===== config.mk =====
export PLATFORM = sky130hd
export DESIGN_NAME = ysyx_25030093_lsu
export DESIGN_NICKNAME = d
export VERILOG_FILES = /design/src/rtl/ysyx_25030093_lsu.sv
export SDC_FILE = /design/constraint.sdc
export NUM_CORES = 1
export LEC_CHECK = 0
export BUFFER_PORTS_ARGS = -buffer_cell sky130_fd_sc_hd__clkbuf_2
export CORE_MARGIN = 3
export CORE_UTILIZATION = 50
export DETAILED_ROUTE_END_ITERATION = 16
export PLACE_DENSITY = 0.8
export SYNTH_ARGS = -nofsm -noshare
export SYNTH_HDL_FRONTEND = slang
export SYNTH_SLANG_ARGS = --single-unit

===== constraint.sdc =====
create_clock -name clk -period 5.69 [get_ports clk]
set_input_delay 0.569 -clock clk [delete_from_list [all_inputs] [get_ports clk]]
set_output_delay 0.569 -clock clk [all_outputs]
set_load 0.02 [all_outputs]

===== src/rtl/ysyx_25030093_lsu.sv =====
// Load/store unit: one valid/ready bus access at a time, with lane steering and load extension.
// Optional build macro LSU_MISALIGN_CHECK_EN turns misaligned accesses into error responses.
module ysyx_25030093_lsu (
  input  logic        clk,
  input  logic        rst_n,
  input  logic        req_valid,
  output logic        req_ready,
  input  logic        req_wen,
  input  logic [2:0]  req_funct3,
  input  logic [31:0] req_addr,
  input  logic [31:0] req_wdata,
  output logic        mem_req_valid,
  input  logic        mem_req_ready,
  output logic        mem_wen,
  output logic [31:0] mem_addr,
  output logic [31:0] mem_wdata,
  output logic [3:0]  mem_wmask,
  input  logic        mem_rsp_valid,
  input  logic [31:0] mem_rdata,
  output logic        rsp_valid,
  input  logic        rsp_ready,
  output logic [31:0] rsp_data,
  output logic        rsp_err
);

  typedef enum logic [1:0] {IDLE, REQ, WAIT, RESP} state_t;

  state_t      state;
  logic        wen_q;
  logic [2:0]  funct3_q;
  logic [1:0]  off_q;

  logic        illegal;
  logic        fault;
  logic [1:0]  eff_off;
  logic [3:0]  st_mask;
  logic [31:0] st_data;
  logic [31:0] shifted;
  logic [31:0] load_data;

  assign req_ready = (state == IDLE);

  // funct3[1:0] encodes the size (byte/half/word); 2'b11 is never a legal size.
  always_comb begin
    if (req_wen)
      illegal = req_funct3[2] || (req_funct3[1:0] == 2'b11);
    else
      illegal = (req_funct3[1:0] == 2'b11) || (req_funct3[2:1] == 2'b11);
    eff_off = req_addr[1:0];
    if (req_funct3[1:0] == 2'b01)
      eff_off[0] = 1'b0;
    else if (req_funct3[1:0] == 2'b10)
      eff_off = 2'b00;
  end

`ifdef LSU_MISALIGN_CHECK_EN
  logic misaligned;
  assign misaligned = ((req_funct3[1:0] == 2'b01) && req_addr[0]) ||
                      ((req_funct3[1:0] == 2'b10) && (req_addr[1:0] != 2'b00));
  assign fault = illegal || misaligned;
`else
  assign fault = illegal;
`endif

  always_comb begin
    st_mask = 4'b1111;
    st_data = req_wdata;
    case (req_funct3[1:0])
      2'b00: begin
        st_mask = 4'b0001 << eff_off;
        st_data = {4{req_wdata[7:0]}};
      end
      2'b01: begin
        st_mask = 4'b0011 << eff_off;
        st_data = {2{req_wdata[15:0]}};
      end
      default: begin
        st_mask = 4'b1111;
        st_data = req_wdata;
      end
    endcase
  end

  always_comb begin
    shifted = mem_rdata >> {off_q, 3'b000};
    case (funct3_q)
      3'b000:  load_data = {{24{shifted[7]}}, shifted[7:0]};
      3'b100:  load_data = {24'd0, shifted[7:0]};
      3'b001:  load_data = {{16{shifted[15]}}, shifted[15:0]};
      3'b101:  load_data = {16'd0, shifted[15:0]};
      default: load_data = shifted;
    endcase
  end

  always_ff @(posedge clk or negedge rst_n) begin
    if (!rst_n) begin
      state         <= IDLE;
      wen_q         <= 1'b0;
      funct3_q      <= 3'd0;
      off_q         <= 2'd0;
      mem_req_valid <= 1'b0;
      mem_wen       <= 1'b0;
      mem_addr      <= 32'd0;
      mem_wdata     <= 32'd0;
      mem_wmask     <= 4'd0;
      rsp_valid     <= 1'b0;
      rsp_data      <= 32'd0;
      rsp_err       <= 1'b0;
    end else begin
      case (state)
        IDLE: begin
          if (req_valid) begin
            wen_q    <= req_wen;
            funct3_q <= req_funct3;
            off_q    <= eff_off;
            if (fault) begin
              state     <= RESP;
              rsp_valid <= 1'b1;
              rsp_err   <= 1'b1;
              rsp_data  <= 32'd0;
            end else begin
              state         <= REQ;
              mem_req_valid <= 1'b1;
              mem_wen       <= req_wen;
              mem_addr      <= {req_addr[31:2], 2'b00};
              mem_wdata     <= req_wen ? st_data : 32'd0;
              mem_wmask     <= req_wen ? st_mask : 4'd0;
            end
          end
        end
        REQ: begin
          if (mem_req_ready) begin
            mem_req_valid <= 1'b0;
            state         <= WAIT;
          end
        end
        WAIT: begin
          if (mem_rsp_valid) begin
            state     <= RESP;
            rsp_valid <= 1'b1;
            rsp_err   <= 1'b0;
            rsp_data  <= wen_q ? 32'd0 : load_data;
          end
        end
        RESP: begin
          // Return to IDLE before taking the next request.
          if (rsp_ready) begin
            rsp_valid <= 1'b0;
            rsp_err   <= 1'b0;
            state     <= IDLE;
          end
        end
        default: state <= IDLE;
      endcase
    end
  end

endmodule


Yosys cells after proc, flatten, opt, wreduce, memory -nomap -nowiden

Cells that the tools add are included.

Output and inout port bits: 105
Input port bits: 106
Bits in writable memories: 0
Memory bits (read-only): 0
Memories kept: 0
Bits in latches: 0
Bits in registers: 110
Word-level logic and storage cells: 77

Eq/ne operators: 16
Reduce and logical (&&, ||, !) cells: 14
Multiply operators: 0
Magnitude comparators: 0
Div/mod/pow operators: 0
Multiplexer cells: 31
Shifts and indexed selects: 3
Add/subtract/negate cells: 0
Bitwise gates (word level): 1

Operator list:

| cell                | count |
|---|---|
| $mux 32             | 5 |
| $pmux 32 s2         | 2 |
| $pmux 32 s4         | 1 |
| $shr 32x5->32       | 1 |
| $mux 2              | 6 |
| $reduce_and 4->1    | 3 |
| $mux 1              | 11 |
| $eq 2x2->1 const B  | 5 |
| $ne 2x2->1 const B  | 5 |
| $pmux 2 s4          | 1 |
| $pmux 4 s2          | 1 |
| $eq 3x3->1 const B  | 2 |
| $pmux 1 s3          | 2 |
| $reduce_and 5->1    | 1 |
| $eq 2x1->1 const B  | 2 |
| $logic_not 2->1     | 2 |
| $mux 4              | 1 |
| $reduce_bool 2->1   | 2 |
| $shl 1x2->4 const A | 1 |
| $shl 2x2->4 const A | 1 |
| $eq 3x1->1 const B  | 1 |
| $logic_not 3->1     | 1 |
| $reduce_and 3->1    | 1 |
| $reduce_bool 3->1   | 1 |
| other kinds (5)     | 6 |

Longest topological paths before layout

Gate-level depths: netlist of run 1.

Depth in word-level cells: 6
Mapped depth: 9

Worst setup path before layout of run 1

No wires, ideal clock.

Path type: flip-flop to flip-flop
From: reg state[0]
To: reg rsp_data[16]
Stages on the path, launching flop included: 9
Arrival: 1.996 ns
Library setup time: 0.087 ns
Setup slack: 3.608 ns
Period minus slack after synthesis: 2.082 ns
Cell sequence: dfrtp_1 > inv_1 > ha_1 > buf_6 > nor2b_4 > a311o_1 > or2_1 > buf_2 > o211ai_1

Cells in the longest elaborated chain, start to end: 3
Elaborated cells on any way between the ends: 8
Classes of those cells: eq/ne: 4; mux: 1; reduce/logical: 3

Ends and longest elaborated chain:

| item                                         | line | source |
|---|---|---|
| start, declared                              | 28   | `state_t state;` |
| start signal, assigned                       | 97   | `state <= IDLE;` |
| start signal, assigned                       | 117  | `state <= RESP;` |
| start signal, assigned                       | 122  | `state <= REQ;` |
| $logic_not 2->1 (*)                          | --   |  |
| via req_ready                                | 7    | `output logic req_ready,` |
| $ne 2x1->1 (no line) (tied with other cells) | --   |  |
| $reduce_and 4->1 (no line)                   | --   |  |
| end signal, assigned                         | 142  | `rsp_data <= wen_q ? 32'd0 : load_data;` |
| end, declared                                | 22   | `output logic [31:0] rsp_data,` |

Mark *: on every way through the listed nets, which the timed path passes. The rest lies on a longest branch.
A chain may end at the register's enable or synchronous reset.

Final worst setup path of run 1

From: reg state[1]
To: reg mem_wdata[8]

Cells in the longest elaborated chain, start to end: 2

Ends and longest elaborated chain:

| item                       | line | source |
|---|---|---|
| $logic_not 2->1            | 110  | `case (state)` |
| $reduce_and 3->1 (no line) | --   |  |
| end signal, assigned       | 126  | `mem_wdata <= req_wen ? st_data : 32'd0;` |
| end, declared              | 16   | `output logic [31:0] mem_wdata,` |

No other way between the ends.

==> results.md, run 1 <==
* Total number of vias at 4,847
* Share of post-route cells with drive strength above 1 at 0.332
* N_diodes at 0
* Max-slew headroom at 0.143
* Sw Share at 0.445
* Post-synth cell types at slightly below 50
* Gp weighted congestion at ~0.82
* Vias per cell at 5.54
* Max-cap violations at 0
* Clock sink count at 110
* Layout Area Growth over Synthesis at 23.3%
* Cell at the slowest stage of the critical path: or3_2
* Number of flops mapped to enable cells by yosys at 0
* Area post-placement at roughly 6400 sq um
* GRT Overall Usage at 0.248
* First-pass GRT wire length at approximately 23,000 um
* Asr flop ratio synth at 1.00
* Sequential share of the synthesized area at 0.514
* # nets final at about 850
* Status: completed
* GR Overflow Total at 0
* Clk slew on worst S/H paths at approximately 0.1 ns
* Gate Count Post-Synth at between 500 and 600
* Slew Limit Fails at 0
* Req. time, crit path at just under 6 ns
* Wire per inst at about 17 um
* YS warnings at 0
* Hold Path Class: in -> async
* Sequential share of power at 0.390
* Die height at about 110 um
* FF-to-FF path depth at 6
* Post-route cell area at around 6600 sq um
* Final hold violation count at 0
* Leakage power at approximately 0.0035 uW
* Reg2Reg Launch Point: state[1]
* Min Tclk post-route at ~2.7 ns
* Initial antenna violation count at 0
* CP Launch Type: register
* Worst stage delay on the critical path at around 0.49 ns
* Final core utilization at 0.637
* IO buf count at 208
* Worst Max-Slew Pin Slew at approximately 1.3 ns
* CTS hold repair buffers at 0
* Comb pwr share at 0.467
* Final WL at 14,600 um
* Worst reg-to-reg setup slack at slightly above 3 ns
* HPWL Detailed at roughly 11,000 um
* Crit path launch: state[1]
* Worst-path fanout max at 91
* DRC viols at 0
* First DRT Iteration DRCs at 285
* RR Endpoint: mem_wdata[8]
* Worst vdd ir at 0.000304 V
* Pin count of the biggest net entering global routing at between 90 and 100
* WHS at ~0.23 ns
* Worst Setup EP: mem_wdata[8]
* CTS Root Cell: clkbuf_8
* Total power at between 3000 and 4000 uW
* Core ar. at a little over 10,000 sq um
* Clock tree buffer depth at 2
* Fmax achieved at between 300 and 400 MHz
* Synthesized area at approximately 5400 sq um
* Clock skew at between 0.008 and 0.009 ns
* FP Rows at 37
* Die footprint at about 12,000 sq um
* Fin crit share at 0.470
* CP arrival at ~2.9 ns
* Ports at around 210
* RSZ-0062 raised after global routing: false
* Clk Latency, worst-skew pair at between 0.3 and 0.4 ns
* # Post-CTS Setup Buffers at 0
* Synthesis-stage register bit count at 110
* Cell-internal power at 1880 uW
* Num CTS Buffers at 9
* Synth Flop Type: dfrtp_1
* Initial Util at 0.517
* # resized after CTS at 0
* Die width at approximately 110 um
* Crit Path Category: reg -> reg
* 1st-pass router iterations at 4
* H-Tree Depth at 3
* Vias in the first global route at between 4,000 and 5,000
* TritonCTS clock tree: built
* Worst Setup End Kind: register
* Final setup viols at 0
* Clock Power Share at 0.142
* Fin Setup TNS at 0 ns
* Power per Cell Area at 512 nW/um^2
* Routed Antenna Nets at 0
* Crit-path cells: inv_1 > ha_1 > nand2_1 > or3_2 > buf_4 > o31ai_1
* Syn_area_per_cell at 9.73 sq um
* Net Switching at 1510 uW
## logic make-up after synthesis
logic type               Yosys count  synth area share
adder cells (fa/ha/maj)            6            0.0140
other                              1          0.000700
multiplexers                      50            0.0967
flip-flops                       110             0.514
buffers and inverters             50            0.0460
AND/OR/NAND/NOR                  210             0.169
AO/OA/AOI/OAI                    124             0.160
## per-layer routing
layer / part of all wire / GRT usage / wire, um
met5: 0 / 0 / 0
met4: 0.017 / 0.0864 / 252
met3: 0.094 / 0.0705 / 1370
met2: 0.49 / 0.418 / 7190
met1: 0.39 / 0.305 / 5760
## Yosys cell counts (2+ instances only)
cell type | n | area [sq um]
a211o_1 | 7 | 61.3
a211oi_1 | 2 | 15.0
a21oi_1 | 11 | 55.1
a221o_1 | 8 | 80.1
a311o_1 | 2 | 20.0
a32o_1 | 7 | 70.1
buf_1 | 4 | 15.0
buf_2 | 11 | 55.1
buf_4 | 4 | 30.0
buf_6 | 4 | 45.0
clkbuf_1 | 18 | 67.6
clkinv_1 | 2 | 7.51
dfrtp_1 | 110 | 2750
ha_1 | 6 | 75.1
inv_1 | 7 | 26.3
mux2_2 | 4 | 45.0
mux2i_1 | 45 | 450
nand2_1 | 174 | 653
nand3b_1 | 9 | 67.6
nor2_1 | 5 | 18.8
nor2b_1 | 8 | 50.1
o211ai_1 | 17 | 128
o21ai_0 | 45 | 225
o31ai_1 | 15 | 113
or2_2 | 2 | 12.5
## cell type report
cell class                 instances  area [sq um]
sequential                       110          2750
clock inverter                     7          83.8
timing repair buffer             212          1070
inverter                           9          33.8
tap                              136           170
clock buffer                       9           124
multi-input combinational        392          2370
fill                             883          3760
## flip-flops by register name, indices dropped and copies added (netlist names)
register / count
rsp_err: 1
mem_addr: 30
funct3_q: 3
mem_wdata: 32
rsp_data: 32
state: 2
off_q: 2
wen_q: 1
mem_wen: 1
mem_req_valid: 1
rsp_valid: 1
mem_wmask: 4
## power by group through the flow
stage / Clock (uW) / Sequential, uW / Combinational [uW]
after floorplan: 0 / 1630 / 761
after global placement: 0 / 1320 / 1540
after detailed placement: 0 / 1330 / 1590
after CTS: 496 / 1320 / 1600
after global routing: 527 / 1360 / 1750
final: 482 / 1320 / 1580
## worst min path at each step
stage	slack, ns	to	cells past startpoint	startpoint
after floorplan	0.27	funct3_q[0]	0	rst_n
after global placement	0.46	mem_addr[9]	2	mem_addr[9]
after detailed placement	0.46	mem_addr[9]	2	mem_addr[9]
after CTS	0.25	wen_q	1	rst_n
after global routing	0.26	rsp_data[24]	1	rst_n
final	0.23	rsp_data[26]	1	rst_n
## critical path, delay by kind of cell, from the launching register on
kind | cells | cell delay [ns]
buf+inv | 2 | 0.53
fa+ha+maj | 1 | 0.40
flops | 1 | 0.43
compound gates | 1 | 0.36
simple gates | 2 | 0.82
## cells in the final DEF (no fill, tap or decap), types with 4 or more instances in the layout
cell | Yosys | layout
o31ai_1 | 15 | 15
dfrtp_1 | 110 | 110
o211ai_1 | 17 | 17
buf_4 | 4 | 5
nand2_1 | 174 | 174
inv_1 | 7 | 7
a21oi_1 | 11 | 11
a32o_1 | 7 | 7
nand3b_1 | 9 | 9
mux2_2 | 4 | 4
clkbuf_2 | 0 | 207
clkbuf_8 | 0 | 9
a211o_1 | 7 | 7
nor2b_1 | 8 | 8
nor2_1 | 5 | 5
o21ai_0 | 45 | 45
mux2i_1 | 45 | 45
ha_1 | 6 | 6
a221o_1 | 8 | 8
## stage by stage
step | setup slack, ns | cells
after floorplan | 3.61 | 552
after global placement | 3.15 | 859
after detailed placement | 3.02 | 859
after CTS | 3.04 | 875
after global routing | 2.74 | 875
final | 3.02 | 875
Power figures use the tool's default switching activity.
==> run 2: changes to the inputs <==
ABC_AREA = 1   (was default)
CORE_UTILIZATION = 45   (was 50)
PLACE_DENSITY = 0.75   (was 0.8)
clock period = 2.45 ns   (was 5.69 ns; I/O delays follow)
==> run 2 against run 1 <==
Power grew to 2.7 times the previous value. Sequential power is 140% higher. Synthesized cell count is 31% higher. Critical path type unchanged. Largest power group unchanged. First-iteration DRC count is 47% higher. Register-to-register slack worse by 2.7 ns.
==> results.md, run 2 <==
* Wire per inst at 14.6 um (-12%)
* TritonCTS clock tree: built
* Crit Path Category: reg -> reg
* Gate Count Post-Synth at 720 (+31%)
* Die width at 116 um (+6.1%)
* Status: completed
* First DRT Iteration DRCs at 418 (+47%)
* Clk Latency, worst-skew pair at 0.34 ns (-0.03 ns)
* CP arrival at 2.40 ns (-0.53 ns)
* CTS Root Cell: clkbuf_16
* Worst Setup End Kind: register
* Sequential share of the synthesized area at 0.503 (-0.0105)
* Worst vdd ir at 0.000694 V (+130%)
* 1st-pass router iterations at 5 (+1)
* Die height at 116 um (+6.1%)
* Most common cell after layout, fill and taps aside: nand2_1
* Fmax achieved at 474 MHz (+27%)
* Max-slew headroom at 0.415 (+0.271)
* H-Tree Depth at 3 (unchanged)
* Power per Cell Area at 1300 nW/um^2 (+150%)
* Min Tclk post-route at 2.11 ns (-0.565 ns)
* # Post-CTS Setup Buffers at 0 (unchanged)
* Number of flops mapped to enable cells by yosys at 0 (unchanged)
* Worst reg-to-reg setup slack at 0.34 ns (-2.67 ns)
* Post-synth top area share at 0.503 (-0.0105)
* Biggest regs: mem_wdata: 32 flops, rsp_data: 32 flops, mem_addr: 30 flops
* DRC viols at 0 (unchanged)
* Register area at 2750 sq um (unchanged)
* Pin count of the biggest net entering global routing at 69 (-25%)
* HPWL Detailed at 11,600 um (+7.6%)
* CP Launch Type: register
* Post-synth cell types at 30 (-39%)
* Final WL at 15,500 um (+6.6%)
* Vias per cell at 5.06 (-8.6%)
* # fillers at 1,093 (+24%)
* Share of post-route cells with drive strength above 1 at 0.276 (-0.0551)
* YS warnings at 0 (unchanged)
* Initial Util at 0.469 (-0.0477)
* Clock tree buffer depth at 2 (unchanged)
* Worst Max-Slew Pin Slew at 0.877 ns (-0.408 ns)
* Synth Flop Type: dfrtp_1
* Clock sink count at 110 (unchanged)
* Min-Delay Path Depth at 3
* Yosys top cell by area: dfrtp_1
* Ports at 211 (unchanged)
* FF-to-FF path depth at 8 (+2)
* Fin Setup TNS at 0 ns (unchanged)
* RSZ-0062 raised after global routing: false
* Footprint of the multi-input gates at 2340 sq um (-1.2%)
* Clock skew at 0.00586 ns (-0.00286 ns)
* Hold Path Class: in -> reg
* RR Endpoint: mem_addr[21]
* Post-route cell area at 6920 sq um (+4.6%)
* Routed Antenna Nets at 0 (unchanged)
* Die footprint at 13,500 sq um (+13%)
* Syn_area_per_cell at 7.60 sq um (-22%)
* GRT Overall Usage at 0.232 (-0.0157)
* GR Overflow Total at 0 (unchanged)
* Worst Hold Path EP: mem_addr[16]
* DP Worst Slack at 0.339 ns (-2.68 ns)
* First-pass GRT wire length at 24,800 um (+5.7%)
* Asr flop ratio synth at 1.00 (unchanged)
* Hold Startpoint: req_addr[16]
* FP Rows at 39 (+5.4%)
* Reg2Reg Launch Point: state[1]
* Max-cap violations at 0 (unchanged)
* Initial antenna violation count at 0 (unchanged)
* IO buf count at 208 (unchanged)
* Commonest non-fill, non-tap cells in the layout: 321 x nand2_1, 207 x clkbuf_2, 110 x dfrtp_1, 55 x o21ai_0, 48 x nor2_1
* Req. time, crit path at 2.74 ns (-3.21 ns)
* Synthesized area at 5470 sq um (+2.1%)
* Clk slew on worst S/H paths at 0.08 ns (-0.02 ns)
* Num CTS Buffers at 9 (unchanged)
* Worst-path fanout max at 30 (-67%)
* Gp weighted congestion at 0.867 (+5.5%)
* # nets final at 1,026 (+21%)
* Area post-placement at 6590 sq um (+3.0%)
* Leakage power at 0.00397 uW (+15%)
* Final hold violation count at 0 (unchanged)
* N_diodes at 0 (unchanged)
* Synthesis-stage register bit count at 110 (unchanged)
* Final setup viols at 0 (unchanged)
* Slew Limit Fails at 0 (unchanged)
* Fin crit share at 0.861 (+0.391)
* Core ar. at 11,700 sq um (+12%)
* Total power at 8990 uW (+170%)
* Vias in the first global route at 5,098 (+5.0%)
* Most frequent cells after synthesis: 321 x nand2_1, 110 x dfrtp_1, 55 x o21ai_0
* Total number of vias at 5,376 (+11%)
* Top cells by area, synth: dfrtp_1 50%, nand2_1 22%, o21ai_0 5.0%
* Setup slack after layout at 0.342 ns (-2.67 ns)
* Most common cell in the netlist: nand2_1
* Layout Area Growth over Synthesis at 26.4%
-- run 2: how the worst max path moves through the flow --
| stage | from | end | slack [ns] | depth (start not counted) |
|---|---|---|---|---|
| 2_1_floorplan | state[0] | rsp_data[4] | 0.66 | 9 |
| 3_3_place_gp | state[0] | mem_addr[2] | 0.41 | 8 |
| 3_5_place_dp | state[1] | mem_addr[21] | 0.34 | 8 |
| 4_1_cts | state[1] | mem_addr[21] | 0.32 | 8 |
| 5_1_grt | state[1] | mem_addr[21] | 0.08 | 8 |
| 6_report | state[1] | mem_addr[21] | 0.34 | 8 |
-- run 2: kinds of logic after synthesis --
logic type,share of synthesized area
simple gates,0.314
flops,0.503
compound gates,0.0993
buf+inv,0.0691
fa+ha+maj,0.0137
other cells,0.000686
-- run 2: layout make-up --
| type | count | area share |
|---|---|---|
| tap | 143 | 0.0259 |
| clock inverter | 7 | 0.0125 |
| sequential | 110 | 0.398 |
| clock buffer | 9 | 0.0326 |
| timing repair buffer | 219 | 0.167 |
| multi-input combinational | 528 | 0.339 |
| inverter | 46 | 0.0253 |
-- run 2: critical path, cell delays in order, from the launching register on --
cell and delay [ns]:
dfrtp_1 0.40, inv_1 0.14, ha_1 0.27, nand2_2 0.13, clkinv_2 0.12, nand2_2 0.08
inv_1 0.64, nand2_1 0.14, nand2_1 0.11
-- run 2: through the flow --
step | util | hold slack [ns] | std cells
global route | 0.593 | 0.0855 | 1062
finish | 0.593 | 0.0832 | 1062
floorplan | - | -0.0506 | 721
CTS | 0.593 | 0.0761 | 1062
detailed placement | 0.565 | 0.216 | 1045
global placement | 0.565 | 0.218 | 1045
-- run 2: routing by layer --
metal,vias up,GRT usage,share of wire
met5,-,0,0
met3,30,0.0451,0.080
met4,0,0.0812,0.022
met1,2435,0.306,0.42
met2,251,0.383,0.48
li1,2660,-,-
-- run 2: repair_timing --
action                    in CTS  in global routing
hold endpoints to repair      29                  0
hold buffers                   1                  0
gates resized for setup        0                  0
-- run 2: report_power, final --
part	internal (uW)	switching (uW)	total, uW
clock network	818	713	1530
registers	2600	539	3140
logic	1390	2930	4310
total	4810	4180	8990
